===== src/rtl/computer_cpu.sv =====
// Single-cycle 8-bit accumulator processor: PC, 256x15 instruction ROM, registers A/B,
// operand muxes and an 8-bit ALU. Every instruction retires on the rising clock edge.
module computer_cpu #(
  parameter string ROM_FILE = ""
) (
  input  logic       clk,
  input  logic       rst_n,
  output logic [7:0] alu_out_bus,
  output logic [7:0] regA_out_bus,
  output logic [7:0] regB_out_bus
);

  localparam int DATA_W = 8;

  typedef enum logic [1:0] {SA_A, SA_B, SA_ZERO} sel_a_t;
  typedef enum logic [1:0] {SB_B, SB_LIT, SB_ZERO} sel_b_t;
  typedef enum logic [2:0] {
    OP_ADD, OP_SUB, OP_AND, OP_OR, OP_XOR, OP_NOT, OP_SHL, OP_SHR
  } alu_op_t;

  logic [14:0]       rom [256];
  logic [DATA_W-1:0] pc;
  logic [DATA_W-1:0] reg_a;
  logic [DATA_W-1:0] reg_b;

  logic [6:0]        opcode;
  logic [DATA_W-1:0] lit;
  sel_a_t            sel_a;
  sel_b_t            sel_b;
  alu_op_t           alu_op;
  logic              wr_a;
  logic              wr_b;
  logic              jmp;
  logic [DATA_W-1:0] opnd_a;
  logic [DATA_W-1:0] opnd_b;
  logic [DATA_W-1:0] alu_res;

  // ROM image is fixed at elaboration; empty file name selects the count program.
  initial begin
    for (int i = 0; i < 256; i++) rom[i] = 15'h0000;
    if (ROM_FILE == "") begin
      rom[0] = 15'h0300;  // MOV A,0
      rom[1] = 15'h0401;  // MOV B,1
      rom[2] = 15'h0500;  // ADD A,B
      rom[3] = 15'h1102;  // JMP 2
    end
  end

  assign opcode = rom[pc][14:8];
  assign lit    = rom[pc][7:0];

  function automatic logic [DATA_W-1:0] alu(input alu_op_t op,
                                            input logic [DATA_W-1:0] a,
                                            input logic [DATA_W-1:0] b);
    case (op)
      OP_ADD:  return a + b;
      OP_SUB:  return a - b;
      OP_AND:  return a & b;
      OP_OR:   return a | b;
      OP_XOR:  return a ^ b;
      OP_NOT:  return ~a;
      OP_SHL:  return {a[DATA_W-2:0], 1'b0};
      OP_SHR:  return {1'b0, a[DATA_W-1:1]};
      default: return '0;
    endcase
  endfunction

  // Decode: MOVs are 0+operand so the moved value appears on the ALU bus.
  always_comb begin
    sel_a  = SA_ZERO;
    sel_b  = SB_ZERO;
    alu_op = OP_ADD;
    wr_a   = 1'b0;
    wr_b   = 1'b0;
    jmp    = 1'b0;
    case (opcode)
      7'h01: begin sel_b = SB_B;                         wr_a = 1'b1; end
      7'h02: begin sel_a = SA_A;                         wr_b = 1'b1; end
      7'h03: begin sel_b = SB_LIT;                       wr_a = 1'b1; end
      7'h04: begin sel_b = SB_LIT;                       wr_b = 1'b1; end
      7'h05: begin sel_a = SA_A; sel_b = SB_B;           wr_a = 1'b1; end
      7'h06: begin sel_a = SA_A; sel_b = SB_B;           wr_b = 1'b1; end
      7'h07: begin sel_a = SA_A; sel_b = SB_LIT;         wr_a = 1'b1; end
      7'h08: begin sel_a = SA_A; sel_b = SB_B;   alu_op = OP_SUB; wr_a = 1'b1; end
      7'h09: begin sel_a = SA_A; sel_b = SB_B;   alu_op = OP_SUB; wr_b = 1'b1; end
      7'h0A: begin sel_a = SA_A; sel_b = SB_LIT; alu_op = OP_SUB; wr_a = 1'b1; end
      7'h0B: begin sel_a = SA_A; sel_b = SB_B;   alu_op = OP_AND; wr_a = 1'b1; end
      7'h0C: begin sel_a = SA_A; sel_b = SB_B;   alu_op = OP_OR;  wr_a = 1'b1; end
      7'h0D: begin sel_a = SA_A; sel_b = SB_B;   alu_op = OP_XOR; wr_a = 1'b1; end
      7'h0E: begin sel_a = SA_A;                 alu_op = OP_NOT; wr_a = 1'b1; end
      7'h0F: begin sel_a = SA_A;                 alu_op = OP_SHL; wr_a = 1'b1; end
      7'h10: begin sel_a = SA_A;                 alu_op = OP_SHR; wr_a = 1'b1; end
      7'h11: begin jmp = 1'b1; end
      default: ;
    endcase
  end

  always_comb begin
    case (sel_a)
      SA_A:    opnd_a = reg_a;
      SA_B:    opnd_a = reg_b;
      default: opnd_a = '0;
    endcase
    case (sel_b)
      SB_B:    opnd_b = reg_b;
      SB_LIT:  opnd_b = lit;
      default: opnd_b = '0;
    endcase
  end

  assign alu_res = alu(alu_op, opnd_a, opnd_b);

  // Architectural state: retire the current instruction.
  always_ff @(posedge clk or negedge rst_n) begin
    if (!rst_n) begin
      pc    <= '0;
      reg_a <= '0;
      reg_b <= '0;
    end else begin
      pc <= jmp ? lit : pc + 8'd1;
      if (wr_a) reg_a <= alu_res;
      if (wr_b) reg_b <= alu_res;
    end
  end

  assign alu_out_bus  = alu_res;
  assign regA_out_bus = reg_a;
  assign regB_out_bus = reg_b;

endmodule


===== config.mk =====
export PLATFORM = sky130hd
export DESIGN_NAME = computer_cpu
export DESIGN_NICKNAME = d
export VERILOG_FILES = /design/src/rtl/computer_cpu.sv
export SDC_FILE = /design/constraint.sdc
export NUM_CORES = 1
export LEC_CHECK = 0
export ABC_AREA = 1
export CAP_MARGIN = 15
export CORE_MARGIN = 5
export CORE_UTILIZATION = 55
export CTS_BUF_LIST = sky130_fd_sc_hd__clkbuf_8
export DETAILED_ROUTE_END_ITERATION = 8
export PLACE_DENSITY = 0.8
export SLEW_MARGIN = 10
export SYNTH_ARGS = -nofsm -noshare
export SYNTH_HDL_FRONTEND = slang
export SYNTH_SLANG_ARGS = --single-unit

===== constraint.sdc =====
create_clock -name clk -period 6.35 [get_ports clk]
set_input_delay 1.27 -clock clk [delete_from_list [all_inputs] [get_ports clk]]
set_output_delay 1.27 -clock clk [all_outputs]
set_load 0.02 [all_outputs]

==> metrics.yaml <==
floorplan:
  die_y_um: 70.0
  core_um2: 3420
  start_util_pct: 58.0
  dieArea_um2: 4900
  rows: 21
  die_x_um: 70.0
  io-pin-count: 26
placed_design:
  dp_hpwl_mm: 3.50
  io_buffers: 25
  gp_congestion: 0.909
cts:
  cts-root-buf: "clkbuf_8"
  clk_pin_slew_worst_paths_ps: 90
  cts.sinks: 24
  ctsHoldBuffers: 0
  cts_buffer_depth: 2
  post_cts_resized: 0
  cts_setup_buffers: 0
  clock_latency_ps: 280
  cts_made_buffers: 3
  cts_tree: "built"
  htreeDepth: 1
grt:
  grt_max_degree: 25
  grt_pass1_vias: 1755
  grt_util_met1_pct: 22.3
  grt_usage_pct: 19.7
  use_met3_pct: 2.01
  grt_pass1_wl_mm: 7.87
  antenna_found_initial: 0
  grt_overflow_total: 0
  grt_most_used_layer: "met2"
  met2_usage_pct: 37.4
synthesis:
  synth-seq-cells: 24
  postSynthAreaPerCell_um2: 7.28
  synth_top_area_cell: "dfrtp_1"
  synth_common_cells: "nand2_1, inv_1, dfrtp_1"
  ys_warn_count: 0
  ys_async_sr_fraction_pct: 100
  synth_most_common_cell: "nand2_1"
  synth.cell_area_um2: 1980
  ys_seq_area_share_pct: 30.3
  synthTopCellsByArea: "dfrtp_1, nand2_1, inv_1"
  synth_nets: 288
  synth_top_area_share_pct: 30.3
  synthFlopType: "dfrtp_1"
  synth_edf_count: 0
  ys_types: 36
  synthCells: 272
timing:
  drv_slew: 0
  relSlewSlack_pct: 31.3
  hold_viol: 0
  fmax_mhz: 176
  clock_skew_ps: 7.11
  tightest_slew_ps: 1030
  tns_ps: 0
  fin_crit_sh_pct: 89.2
  setup_viol: 0
  fin_crit_ps: 5670
  rsz0062_at_grt: "no"
route:
  drt-vias-per-instance: 5.17
  dr.first_iter.drc_count: 113
  vias: 1780
  dr.pass1.iters: 5
  drt-wirelength-per-cell_um: 13.3
  drt-total-wl_mm: 4.58
  antenna_left: 0
  route.detailed.drc: 0
critical_path:
  worstSetupEndpointType: "primary output"
  cp.arrival_ps: 4400
  crit_required_ps: 5080
  cp_max_fo: 11
  timing_worst_setup_path_type: "reg2out"
  start_kind: "flip-flop"
outcome:
  status: "finished, final reports clean"
min_path:
  worstHoldPathType: "reg2reg"
layout:
  drive_gt1_share_pct: 14.1
  area_delta_synth_final_pct: 18.6
  nNetsFinal: 315
  num_antenna_cells: 0
power:
  power_density_nw_per_um2: 126
  power_leakage_nw: 1.27
  totalPowerFinal_w: 0.000295
  ir_worst_vdd_uv: 112
run:
  cap_violations: 0
## cells in the final DEF, fill, tap and decap left out, types with 7 or more instances in the layout
master,Yosys,routed
nand2_1,69,69
dfrtp_1,24,24
clkdlybuf4s50_1,0,25
nand3_1,15,15
inv_1,44,44
ha_1,13,13
o21ai_0,17,17
nor2_1,11,11
a21oi_1,7,7
nand2_2,7,7
xor2_1,8,8
## sequential cells by signal (all words and copies together), names as in the netlist
signal / flops
regA_out_bus: 8
pc: 8
regB_out_bus: 8
## metal layers
metal,part of all wire (%),wire length (um),up-vias
met5,0,0,-
met4,2.0,92,0
met3,3.1,141,11
met2,54,2460,35
met1,41,1890,828
li1,-,-,906
## final timing paths
path | startpoint | endpoint | slack [ps] | cells after the start
worst max register to register | pc[0] | regB_out_bus[5] | 2640 | 23
worst min register to register | regA_out_bus[3] | regA_out_bus[3] | 540 | 2
worst min-delay path | regA_out_bus[3] | regA_out_bus[3] | 540 | 2
min in group asynchronous | rst_n | regA_out_bus[4] | 1320 | 1
max in group asynchronous | rst_n | pc[1] | 4550 | 2
worst max-delay path | pc[0] | alu_out_bus[5] | 680 | 24
## critical path, cell delays in order (launching register included)
cell	delay (ps)
dfrtp_1	430
inv_1	80
ha_1	300
nand2_1	70
nor2_1	150
nand2_1	100
nor2_2	100
nand2_2	50
nand2_2	200
nand2_4	80
nand2_4	90
inv_2	50
ha_1	210
xnor2_1	140
ha_1	350
nand2_1	60
o21ai_0	270
nand2_1	120
nand2_1	80
a21oi_1	60
or2_2	270
nand3_1	60
o21ai_0	130
inv_1	80
clkdlybuf4s50_1	600
## power breakdown
group / switching [W] / total (W) / internal, W
Clock: 0.0000534 / 0.000138 / 0.0000844
Combinational: 0.00000314 / 0.00000453 / 0.00000138
Sequential: 0 / 0.000153 / 0.000153
## through the flow
| stage | setup WS (ps) | utilization, % | hold WS [ps] | std cells | instance area [um2] |
|---|---|---|---|---|---|
| after floorplan | 1820 | - | 532 | 272 | 1980 |
| after global placement | 1140 | 66.3 | 512 | 339 | 2260 |
| after detailed placement | 1010 | 66.3 | 521 | 339 | 2260 |
| after CTS | 698 | 68.4 | 546 | 343 | 2330 |
| after global routing | 309 | 68.8 | 584 | 344 | 2350 |
| final | 683 | 68.8 | 540 | 344 | 2350 |
## cell families (layout without fill, tap and decap cells)
family / Yosys count / count (layout) / synth area share [%]
simple gates: 134 / 134 / 35.3
buf+inv: 55 / 81 / 10.9
compound gates: 35 / 35 / 9.79
flops: 24 / 24 / 30.3
fa+ha+maj: 14 / 14 / 9.22
xor+xnor: 10 / 10 / 4.42
## area by class of cell
type                    instances  area [um2]
flip-flops and latches         24         601
clock inverters                 1        30.0
repair buffers                 26         265
fillers                       306        1070
clock buffers                   3        41.3
inverters                      51         191
well taps                      46        57.6
multi-input cells             193        1160
No activity file was read; power rests on OpenSTA's default activity.
